===== config.mk =====
export PLATFORM = sky130hd
export DESIGN_NAME = dn_mem_arbiter
export DESIGN_NICKNAME = d
export VERILOG_FILES = /design/src/rtl/dn_mem_pkg.sv /design/src/rtl/dn_reset_seq.sv /design/src/rtl/dn_mem_arbiter.sv
export SDC_FILE = /design/constraint.sdc
export NUM_CORES = 1
export LEC_CHECK = 0
export CORE_MARGIN = 10
export CORE_UTILIZATION = 35
export CTS_CLUSTER_DIAMETER = 40
export DETAILED_ROUTE_END_ITERATION = 7
export DONT_BUFFER_PORTS = 1
export PLACE_DENSITY = 0.56
export SLEW_MARGIN = 20
export SYNTH_ARGS = -nofsm -noshare
export SYNTH_HDL_FRONTEND = slang
export SYNTH_SLANG_ARGS = --single-unit

===== constraint.sdc =====
create_clock -name clk_sys -period 5.2 [get_ports clk_sys]
set_input_delay 0.78 -clock clk_sys [delete_from_list [all_inputs] [get_ports clk_sys]]
set_output_delay 0.78 -clock clk_sys [all_outputs]
set_load 0.1 [all_outputs]

===== src/rtl/dn_mem_pkg.sv =====
// dn_mem_pkg: shared types and constants for the download/CPU memory arbiter.
// The optional download checksum is enabled by defining DN_CHECKSUM_EN.
package dn_mem_pkg;

   // Width of the per-access WR/RD cycle counters (WR_CYCLES up to 15).
   localparam int CTR_W = 4;

   // Arbiter states.
   typedef enum logic [2:0] {
      ST_HOLD,
      ST_IDLE,
      ST_CPU_ACC,
      ST_DL_IDLE,
      ST_DL_WR
   } state_t;

endpackage


===== src/rtl/dn_reset_seq.sv =====
// dn_reset_seq: counted system-reset hold. A load restarts the RESET_HOLD
// countdown with sys_reset high; a hold keeps sys_reset high and freezes the
// count; otherwise the count runs and sys_reset drops as it reaches zero.
module dn_reset_seq
   import dn_mem_pkg::*;
#(
   parameter int RESET_HOLD = 64
) (
   input  logic i_clk,
   input  logic i_rst_n,
   input  logic i_load,
   input  logic i_hold,
   output logic o_sys_reset,
   output logic o_expire
);

   localparam int CNT_W = (RESET_HOLD > 0) ? $clog2(RESET_HOLD + 1) : 1;

   logic [CNT_W-1:0] r_cnt;
   logic             r_sys_reset;

   // Countdown and registered sys_reset; reset entry behaves like a load.
   always_ff @(posedge i_clk or negedge i_rst_n) begin
      if (!i_rst_n) begin
         r_cnt       <= CNT_W'(RESET_HOLD);
         r_sys_reset <= 1'b1;
      end else if (i_load) begin
         r_cnt       <= CNT_W'(RESET_HOLD);
         r_sys_reset <= 1'b1;
      end else if (i_hold) begin
         r_sys_reset <= 1'b1;
      end else begin
         if (r_cnt != '0)
            r_cnt <= r_cnt - CNT_W'(1);
         r_sys_reset <= (r_cnt > CNT_W'(1));
      end
   end

   assign o_sys_reset = r_sys_reset;
   // Last counting cycle: the FSM leaves HOLD on the same edge sys_reset drops.
   assign o_expire    = (r_cnt <= CNT_W'(1));

endmodule


===== src/rtl/dn_mem_arbiter.sv =====
// dn_mem_arbiter: shares one synchronous RAM port between the ioctl download
// stream and the CPU, and sequences sys_reset around downloads.
// Optional feature: define DN_CHECKSUM_EN to add the dn_checksum output.
module dn_mem_arbiter
   import dn_mem_pkg::*;
#(
   parameter int MEM_AW     = 16,
   parameter int WR_CYCLES  = 2,
   parameter int RD_LAT     = 1,
   parameter int RESET_HOLD = 64,
   parameter int DN_INDEX   = 0
) (
   input  logic              clk_sys,
   input  logic              reset_n,
   input  logic              ioctl_download,
   input  logic              ioctl_wr,
   input  logic [24:0]       ioctl_addr,
   input  logic [7:0]        ioctl_dout,
   input  logic [7:0]        ioctl_index,
   output logic              ioctl_wait,
   input  logic              cpu_req,
   input  logic              cpu_we,
   input  logic [MEM_AW-1:0] cpu_addr,
   input  logic [7:0]        cpu_din,
   output logic [7:0]        cpu_dout,
   output logic              cpu_ack,
   output logic              mem_cs,
   output logic              mem_we,
   output logic [MEM_AW-1:0] mem_addr,
   output logic [7:0]        mem_din,
   input  logic [7:0]        mem_dout,
   output logic              sys_reset,
   output logic              dn_overflow
`ifdef DN_CHECKSUM_EN
   ,
   output logic [15:0]       dn_checksum
`endif
);

   state_t              r_state;
   logic [CTR_W-1:0]    r_cnt;
   logic                r_acc_wr;
   logic                r_pending;
   logic                r_wait;
   logic [24:0]         r_buf_addr;
   logic [7:0]          r_buf_data;
   logic [7:0]          r_cpu_dout;
   logic                r_cpu_ack;
   logic                r_mem_cs;
   logic                r_mem_we;
   logic [MEM_AW-1:0]   r_mem_addr;
   logic [7:0]          r_mem_din;
   logic                r_ovf;
   logic                r_dl_d;

   logic                w_capture;
   logic                w_buf_ovf;
   logic                w_dl_rise;
   logic                w_rs_load;
   logic                w_rs_hold;
   logic                w_rs_expire;
   logic                w_sys_reset;

   assign w_capture = ioctl_wr & ioctl_download & (ioctl_index == 8'(DN_INDEX));
   assign w_buf_ovf = (r_buf_addr >> MEM_AW) != 25'd0;
   assign w_dl_rise = ioctl_download & ~r_dl_d;
   // Download finished and nothing left to commit: restart the reset hold.
   assign w_rs_load = (r_state == ST_DL_IDLE) & ~r_pending & ~ioctl_download;

   // Keep sys_reset high whenever the next state is a download state.
   always_comb begin
      w_rs_hold = 1'b0;
      case (r_state)
         ST_HOLD, ST_IDLE:     w_rs_hold = ioctl_download;
         ST_DL_IDLE, ST_DL_WR: w_rs_hold = 1'b1;
         default:              w_rs_hold = 1'b0;
      endcase
   end

   dn_reset_seq #(
      .RESET_HOLD (RESET_HOLD)
   ) u_reset_seq (
      .i_clk       (clk_sys),
      .i_rst_n     (reset_n),
      .i_load      (w_rs_load),
      .i_hold      (w_rs_hold),
      .o_sys_reset (w_sys_reset),
      .o_expire    (w_rs_expire)
   );

   // Byte buffer payload; only meaningful while r_pending is set.
   always_ff @(posedge clk_sys) begin
      if (w_capture) begin
         r_buf_addr <= ioctl_addr;
         r_buf_data <= ioctl_dout;
      end
   end

   // Arbiter FSM with registered RAM/CPU outputs and the buffer control bits.
   always_ff @(posedge clk_sys or negedge reset_n) begin
      if (!reset_n) begin
         r_state    <= ST_HOLD;
         r_cnt      <= '0;
         r_acc_wr   <= 1'b0;
         r_pending  <= 1'b0;
         r_wait     <= 1'b0;
         r_cpu_dout <= 8'd0;
         r_cpu_ack  <= 1'b0;
         r_mem_cs   <= 1'b0;
         r_mem_we   <= 1'b0;
         r_mem_addr <= '0;
         r_mem_din  <= 8'd0;
         r_ovf      <= 1'b0;
         r_dl_d     <= 1'b0;
      end else begin
         r_cpu_ack <= 1'b0;
         r_dl_d    <= ioctl_download;
         if (w_dl_rise)
            r_ovf <= 1'b0;
         case (r_state)
            ST_HOLD: begin
               if (ioctl_download)
                  r_state <= ST_DL_IDLE;
               else if (w_rs_expire)
                  r_state <= ST_IDLE;
            end
            ST_IDLE: begin
               // The ack cycle is skipped so a request still held from the
               // previous access is not served twice.
               if (ioctl_download) begin
                  r_state <= ST_DL_IDLE;
               end else if (cpu_req && !r_cpu_ack) begin
                  r_state    <= ST_CPU_ACC;
                  r_mem_cs   <= 1'b1;
                  r_mem_we   <= cpu_we;
                  r_acc_wr   <= cpu_we;
                  r_mem_addr <= cpu_addr;
                  r_mem_din  <= cpu_din;
                  r_cnt      <= cpu_we ? CTR_W'(WR_CYCLES) : CTR_W'(RD_LAT);
               end
            end
            ST_CPU_ACC: begin
               if (r_acc_wr) begin
                  if (r_cnt == CTR_W'(1)) begin
                     r_mem_cs  <= 1'b0;
                     r_mem_we  <= 1'b0;
                     r_cpu_ack <= 1'b1;
                     r_state   <= ST_IDLE;
                  end else begin
                     r_cnt <= r_cnt - CTR_W'(1);
                  end
               end else begin
                  if (r_cnt == '0) begin
                     r_cpu_dout <= mem_dout;
                     r_mem_cs   <= 1'b0;
                     r_cpu_ack  <= 1'b1;
                     r_state    <= ST_IDLE;
                  end else begin
                     r_cnt <= r_cnt - CTR_W'(1);
                  end
               end
            end
            ST_DL_IDLE: begin
               // A pending byte is committed before the download end is honoured.
               if (r_pending) begin
                  if (w_buf_ovf) begin
                     r_ovf     <= 1'b1;
                     r_pending <= 1'b0;
                     r_wait    <= 1'b0;
                  end else begin
                     r_state    <= ST_DL_WR;
                     r_mem_cs   <= 1'b1;
                     r_mem_we   <= 1'b1;
                     r_mem_addr <= r_buf_addr[MEM_AW-1:0];
                     r_mem_din  <= r_buf_data;
                     r_cnt      <= CTR_W'(WR_CYCLES);
                  end
               end else if (!ioctl_download) begin
                  r_state <= ST_HOLD;
               end
            end
            ST_DL_WR: begin
               // WR_CYCLES of mem_we, then one release cycle before ioctl_wait drops.
               if (r_cnt == '0) begin
                  r_pending <= 1'b0;
                  r_wait    <= 1'b0;
                  r_state   <= ST_DL_IDLE;
               end else begin
                  r_cnt <= r_cnt - CTR_W'(1);
                  if (r_cnt == CTR_W'(1)) begin
                     r_mem_cs <= 1'b0;
                     r_mem_we <= 1'b0;
                  end
               end
            end
            default: r_state <= ST_HOLD;
         endcase
         // A new byte always lands in the buffer, overwriting any pending one.
         if (w_capture) begin
            r_pending <= 1'b1;
            r_wait    <= 1'b1;
         end
      end
   end

`ifdef DN_CHECKSUM_EN
   logic [15:0] r_csum;

   // Running sum of bytes actually committed to RAM in the current download.
   always_ff @(posedge clk_sys or negedge reset_n) begin
      if (!reset_n)
         r_csum <= 16'd0;
      else if (w_dl_rise)
         r_csum <= 16'd0;
      else if (r_state == ST_DL_IDLE && r_pending && !w_buf_ovf)
         r_csum <= r_csum + {8'd0, r_buf_data};
   end

   assign dn_checksum = r_csum;
`endif

   assign ioctl_wait  = r_wait;
   assign cpu_dout    = r_cpu_dout;
   assign cpu_ack     = r_cpu_ack;
   assign mem_cs      = r_mem_cs;
   assign mem_we      = r_mem_we;
   assign mem_addr    = r_mem_addr;
   assign mem_din     = r_mem_din;
   assign sys_reset   = w_sys_reset;
   assign dn_overflow = r_ovf;

endmodule


==> results.cfg, run 1 <==
[placement]
place_area_um2 = 4026
numPortBuffers = 0
hpwl_mm = 6.761
finalWeightedCongestion = 0.8359

[worst_setup_path]
r2r_end = r_state[0]
crit_type = reg2reg
critPathLaunch = r_state[2]
cp_slowest_stage_delay_ns = 0.68
critPathLaunchType = flop
path_max_fanout = 28
crit_family = compound AO/OA/AOI/OAI gates
endpoint = r_state[0]
cp_num_cells = 5
r2r-start = r_state[2]
cp-end-kind = flop
arrival_ns = 2.73
slowest_stage = dfrtp_1
worstPathRequired_ns = 5.47
crit_chain = and3b_2, a32o_1, a311o_1, a211o_1, o21ai_1
cp_num_buf_inv = 0
reg2reg_depth = 5
reg2reg_slack_ns = 2.74

[drt]
post_drt_via_cell_ratio = 5.273
totalWireLength_mm = 9.304
wl_per_cell_um = 19.71
drt_iter0_markers = 119
routed-via-count = 2489
dr.pass1.iters = 4
ant_nets = 0
drc = 0

[finish]
antenna_cells = 0
areaGrowthSynthToFinish_pct = 8.999
drive_above_1_share_pct = 11.75
regArea_um2 = 2370
fin_area_um2 = 4319
num-fill-cells = 1019
utilization_pct = 39.33
finalNetCount = 411
multiInputGateArea_um2 = 1444

[global_route]
grt_pass1_vias = 2540
grt_start_max_net_pins = 56
grt_pass1_wl_mm = 14.68
antenna_found_initial = 0
overflow = 0
track_usage_pct = 11.60

[cts]
cts_tree = built
cts_buffers = 9
post-cts-setup-buffer-count = 0
clk_latency_ns = 0.34
cts_resized = 0
clock_sinks = 88
cts-htree-levels = 3
cts_hold_buf = 0
clkTransAtPathRegs_ns = 0.06
root_buffer = clkbuf_16
clock_path_buffers = 2

[timing]
hold_viol_final = 0
slew_headroom_pct = 35.53
rsz0062_at_grt = false
slew_violations = 0
setup_tns_ns = 0
setup_viol = 0
fmax_ghz = 0.4068
fin_skew_ns = 0.007886
tightestPinTransition_ns = 0.9671
min_period_ns = 2.458
period_share_pct = 47.27
hold_ws_ns = 0.1345

[logic_synthesis]
synth_area_leader_cell = dfrtp_1
avgSynthCellArea_um2 = 11.94
synth_area_um2 = 3963
yosysMostFrequentCell = dfrtp_1
syn-num-nets = 416
synthArstFlopShare_pct = 62.50
ys_warn_count = 0
synth_flop_cell = dfrtp_1
ys_types = 57
synth_top_cells_by_count = dfrtp_1, nand2_1, edfxtp_1
ys_ff_latch = 88
syn_inst = 332
synth-edff-count = 33
synth_top_area_share_pct = 33.47
synthTopCellsByArea = dfrtp_1, edfxtp_1, mux2i_1
synth-seq-area-share_pct = 59.80

[die]
die_w_um = 126.4
core_area_um2 = 10980
fp.dieArea_um2 = 15980
pin_count = 117
rows = 38
initial_core_util_pct = 36.08
die_h_um = 126.4

[status]
status = completed

[min_path]
hp-class = in2async

[run]
maxCapViolCount = 0
[how the worst min path moves through the flow]
stage,slack (ns),startpoint,cells past startpoint,to
6_report,0.13,reset_n,0,u_reset_seq.r_cnt[0]
3_3_place_gp,0.49,reset_n,0,u_reset_seq.r_cnt[0]
5_1_grt,0.12,reset_n,0,mem_addr[2]
2_1_floorplan,0.48,reset_n,0,cpu_ack
4_1_cts,0.12,reset_n,0,u_reset_seq.r_cnt[0]
3_5_place_dp,0.49,reset_n,0,u_reset_seq.r_cnt[0]
[kinds of logic after synthesis]
group,share of synthesized area (%)
AND/OR/NAND/NOR,14.12
adder cells (fa/ha/maj),1.579
buffers and inverters,3.821
multiplexers,8.873
XOR/XNOR,1.326
AO/OA/AOI/OAI,10.48
flip-flops,59.80
[flip-flops by register name (all words and copies together), names as in the netlist, 3 cells and up]
| signal | cells |
|---|---|
| r_buf_addr | 25 |
| mem_addr | 16 |
| cpu_dout | 8 |
| mem_din | 8 |
| r_buf_data | 8 |
| u_reset_seq.r_cnt | 7 |
| r_cnt | 4 |
| r_state | 3 |
[metal layers]
layer,GRT usage (%),share of wire [%],vias up
met1,13.75,41,1195
met5,0,0,-
li1,-,-,1192
met2,16.92,46,92
met4,5.224,1.4,0
met3,6.289,12,10
[cell usage in the layout, fill, tap and decap left out, types with 3 or more instances in the layout]
cell type   n
or3b_2      3
nand2b_1    6
edfxtp_1   33
nor2_1     16
o21ai_0    18
nor3b_1     5
o21ai_1    22
o211ai_1    3
or2_2       3
nand2_1    37
nor3_1      8
nand4_1     4
a21oi_1    10
mux2_2      9
dfrtp_1    53
xor2_1      5
inv_1       8
nor2b_1     3
clkbuf_16   9
ha_1        5
nand3_1     4
mux2i_1    25
[area by class of cell]
cell class | instances | share of cell area (%)
repair buffers | 1 | 0.1738
clock buffers | 12 | 5.707
clock inverters | 4 | 1.072
well taps | 140 | 4.056
multi-input cells | 219 | 33.43
flip-flops and latches | 88 | 54.87
inverters | 8 | 0.6952
[per-stage QoR]
| step | cells | worst slack (ns) |
|---|---|---|
| detailed placement | 456 | 2.581 |
| global route | 472 | 2.515 |
| finish | 472 | 2.742 |
| CTS | 472 | 2.746 |
| floorplan | 332 | 2.585 |
| global placement | 456 | 2.670 |
Power of run 1 is left out: the tool's default activity adds up to more than one toggle a clock period on the data nets, which glitch-free logic cannot reach.
==> run 2: changes to the inputs <==
--- a/config.mk
+++ b/config.mk
@@ -5,12 +5,13 @@
 export SDC_FILE = /design/constraint.sdc
 export NUM_CORES = 1
 export LEC_CHECK = 0
+export ABC_AREA = 1
 export CORE_MARGIN = 10
 export CORE_UTILIZATION = 35
 export CTS_CLUSTER_DIAMETER = 40
 export DETAILED_ROUTE_END_ITERATION = 7
 export DONT_BUFFER_PORTS = 1
-export PLACE_DENSITY = 0.56
+export PLACE_DENSITY = 0.58
 export SLEW_MARGIN = 20
 export SYNTH_ARGS = -nofsm -noshare
 export SYNTH_HDL_FRONTEND = slang
==> constraint.sdc (replaced) <==
create_clock -name clk_sys -period 2.1 [get_ports clk_sys]
set_input_delay 0.315 -clock clk_sys [delete_from_list [all_inputs] [get_ports clk_sys]]
set_output_delay 0.315 -clock clk_sys [all_outputs]
set_load 0.1 [all_outputs]
==> run 2 against run 1 <==
Sequential cell count unchanged. Die area increased by 4.9%. Cell count increased by 39%. Critical path depth increased by 3. Area after synthesis increased by 5.8%. Register-to-register slack got worse by 2.5 ns. First-iteration DRC count increased by 0.84%. Non-clock buffer count increased by 39. Cell area increased by 14%. Via count increased by 29%. Synthesized cell count increased by 42%. Clock skew decreased by 0.00071 ns. Critical path type unchanged.
==> results.cfg, run 2 <==
[global_route]
track_usage_pct = 12.55
grt_pass1_vias = 3250
overflow = 0
grt_start_max_net_pins = 56
antenna_found_initial = 3
grt_pass1_wl_mm = 16.47

[timing]
fmax_ghz = 0.5466
hold_viol_final = 0
rsz0062_at_grt = false
setup_tns_ns = 0
fin_skew_ns = 0.007179
period_share_pct = 87.12
min_period_ns = 1.830
slew_violations = 0
slew_headroom_pct = 40.03
setup_viol = 0
tightestPinTransition_ns = 0.8995

[cts]
cts_tree = built
clk_latency_ns = 0.35
root_buffer = clkbuf_16
cts_buffers = 9
post-cts-setup-buffer-count = 0
cts-htree-levels = 3
clock_sinks = 88
clock_path_buffers = 2
clkTransAtPathRegs_ns = 0.07

[die]
initial_core_util_pct = 36.27
core_area_um2 = 11560
fp.dieArea_um2 = 16760
rows = 39
die_h_um = 129.5
die_w_um = 129.5
pin_count = 117

[status]
status = completed

[worst_setup_path]
crit_family = simple AND/OR/NAND/NOR gates
critPathLaunchType = flop
cp_num_buf_inv = 2
cp-end-kind = flop
worstPathRequired_ns = 2.34
crit_chain = inv_2, nand3_2, nor2_1, nand2_1, inv_1, nor3b_1, nand2_1, nand2_1
reg2reg_slack_ns = 0.27
crit_type = reg2reg
cp_slowest_stage_delay_ns = 0.44
path_max_fanout = 11
slowest_stage = dfrtp_1
arrival_ns = 2.07
cpMostUsedCell = nand2_1

[logic_synthesis]
synth_area_um2 = 4194
synth-seq-area-share_pct = 56.50
synth_top_area_share_pct = 31.62
synthTopCellsByArea = dfrtp_1, edfxtp_1, nand2_1
synth_flop_cell = dfrtp_1
synthArstFlopShare_pct = 62.50
synth_top_cells_by_count = nand2_1, dfrtp_1, nand4_1
syn-num-nets = 556
synth-edff-count = 33
synth_area_leader_cell = dfrtp_1
avgSynthCellArea_um2 = 8.886
ys_types = 30
syn_inst = 472
ys_ff_latch = 88
yosysMostFrequentCell = nand2_1
ys_warn_count = 0

[finish]
finalNetCount = 592
drive_above_1_share_pct = 16.57
regMostFlops = r_buf_addr
layout_commonest_cell = nand2_1
largest_reg_flops = 25
areaGrowthSynthToFinish_pct = 17.90
fin_area_um2 = 4945
final_cell_mix = nand2_1, dfrtp_1, buf_4

[drt]
dr.pass1.iters = 6
post_drt_via_cell_ratio = 4.877
routed-via-count = 3209
ant_nets = 0
totalWireLength_mm = 10.52
drt_iter0_markers = 120
drc = 0
wl_per_cell_um = 15.99

[placement]
numPortBuffers = 0
finalWeightedCongestion = 0.8749
hpwl_mm = 7.953
place_area_um2 = 4588

[run]
maxCapViolCount = 0

[min_path]
hp-class = in2reg
==> run 2: cell count changes in the layout (fill, tap and decap cells not counted), moves of 19 or more <==
cell     change
nand2_1    +155
buf_4       +35
nand4_1     +31
mux2i_1     -25
nand3_1     +19
o21ai_1     -19
==> run 2: layer usage <==
layer,wire length [um],track usage [%],up-vias
li1,-,-,1635
met1,4434,14.20,1444
met4,158,4.828,2
met5,18,0,-
met3,1152,6.892,16
met2,4756,19.57,112
==> run 2: cell type report <==
type	instances	area (um^2)
clock inverters	6	75.07
multi-input cells	338	1633
clock buffers	10	229.0
flip-flops and latches	88	2370
diodes	2	5.005
fillers	1122	6620
well taps	143	178.9
repair buffers	40	337.8
inverters	31	116.4
==> run 2: timing repair <==
item,CTS,global route
hold endpoints to repair,56,0
hold buffers,3,0
gates resized for setup,0,0
endpoints found under the setup margin,0,0
==> run 2: logic make-up (layout without fill, tap and decap cells) <==
kind of cell,Yosys count,in the layout,synth area share (%)
AND/OR/NAND/NOR,301,301,31.26
flip-flops,88,88,56.50
buffers and inverters,46,87,4.565
AO/OA/AOI/OAI,18,18,2.774
multiplexers,8,8,2.148
XOR/XNOR,6,6,1.253
adder cells (fa/ha/maj),5,5,1.492
other,0,2,0
==> run 2: worst paths after layout <==
path | start | to | cells past startpoint
worst max-delay path | r_state[2] | u_reset_seq.r_cnt[5] | 8
min in group asynchronous | reset_n | mem_addr[9] | 2
max in group asynchronous | reset_n | u_reset_seq.r_cnt[6] | 2
worst min register to register | mem_addr[7] | mem_addr[7] | 2
worst max register to register | r_state[2] | u_reset_seq.r_cnt[5] | 8
worst min-delay path | ioctl_addr[7] | r_buf_addr[7] | 0
==> run 2: through the flow <==
step / std cells / hold slack [ns] / util [%] / setup slack (ns)
after floorplan: 472 / 0.01941 / - / 0.2572
after global placement: 637 / 0.02217 / 39.67 / 0.3734
after detailed placement: 637 / 0.02184 / 39.67 / 0.3275
after CTS: 656 / 0.04251 / 42.71 / 0.3046
after global routing: 657 / 0.04107 / 42.74 / 0.09371
final: 658 / 0.05467 / 42.76 / 0.2704
Power of run 2 is left out for the same reason.
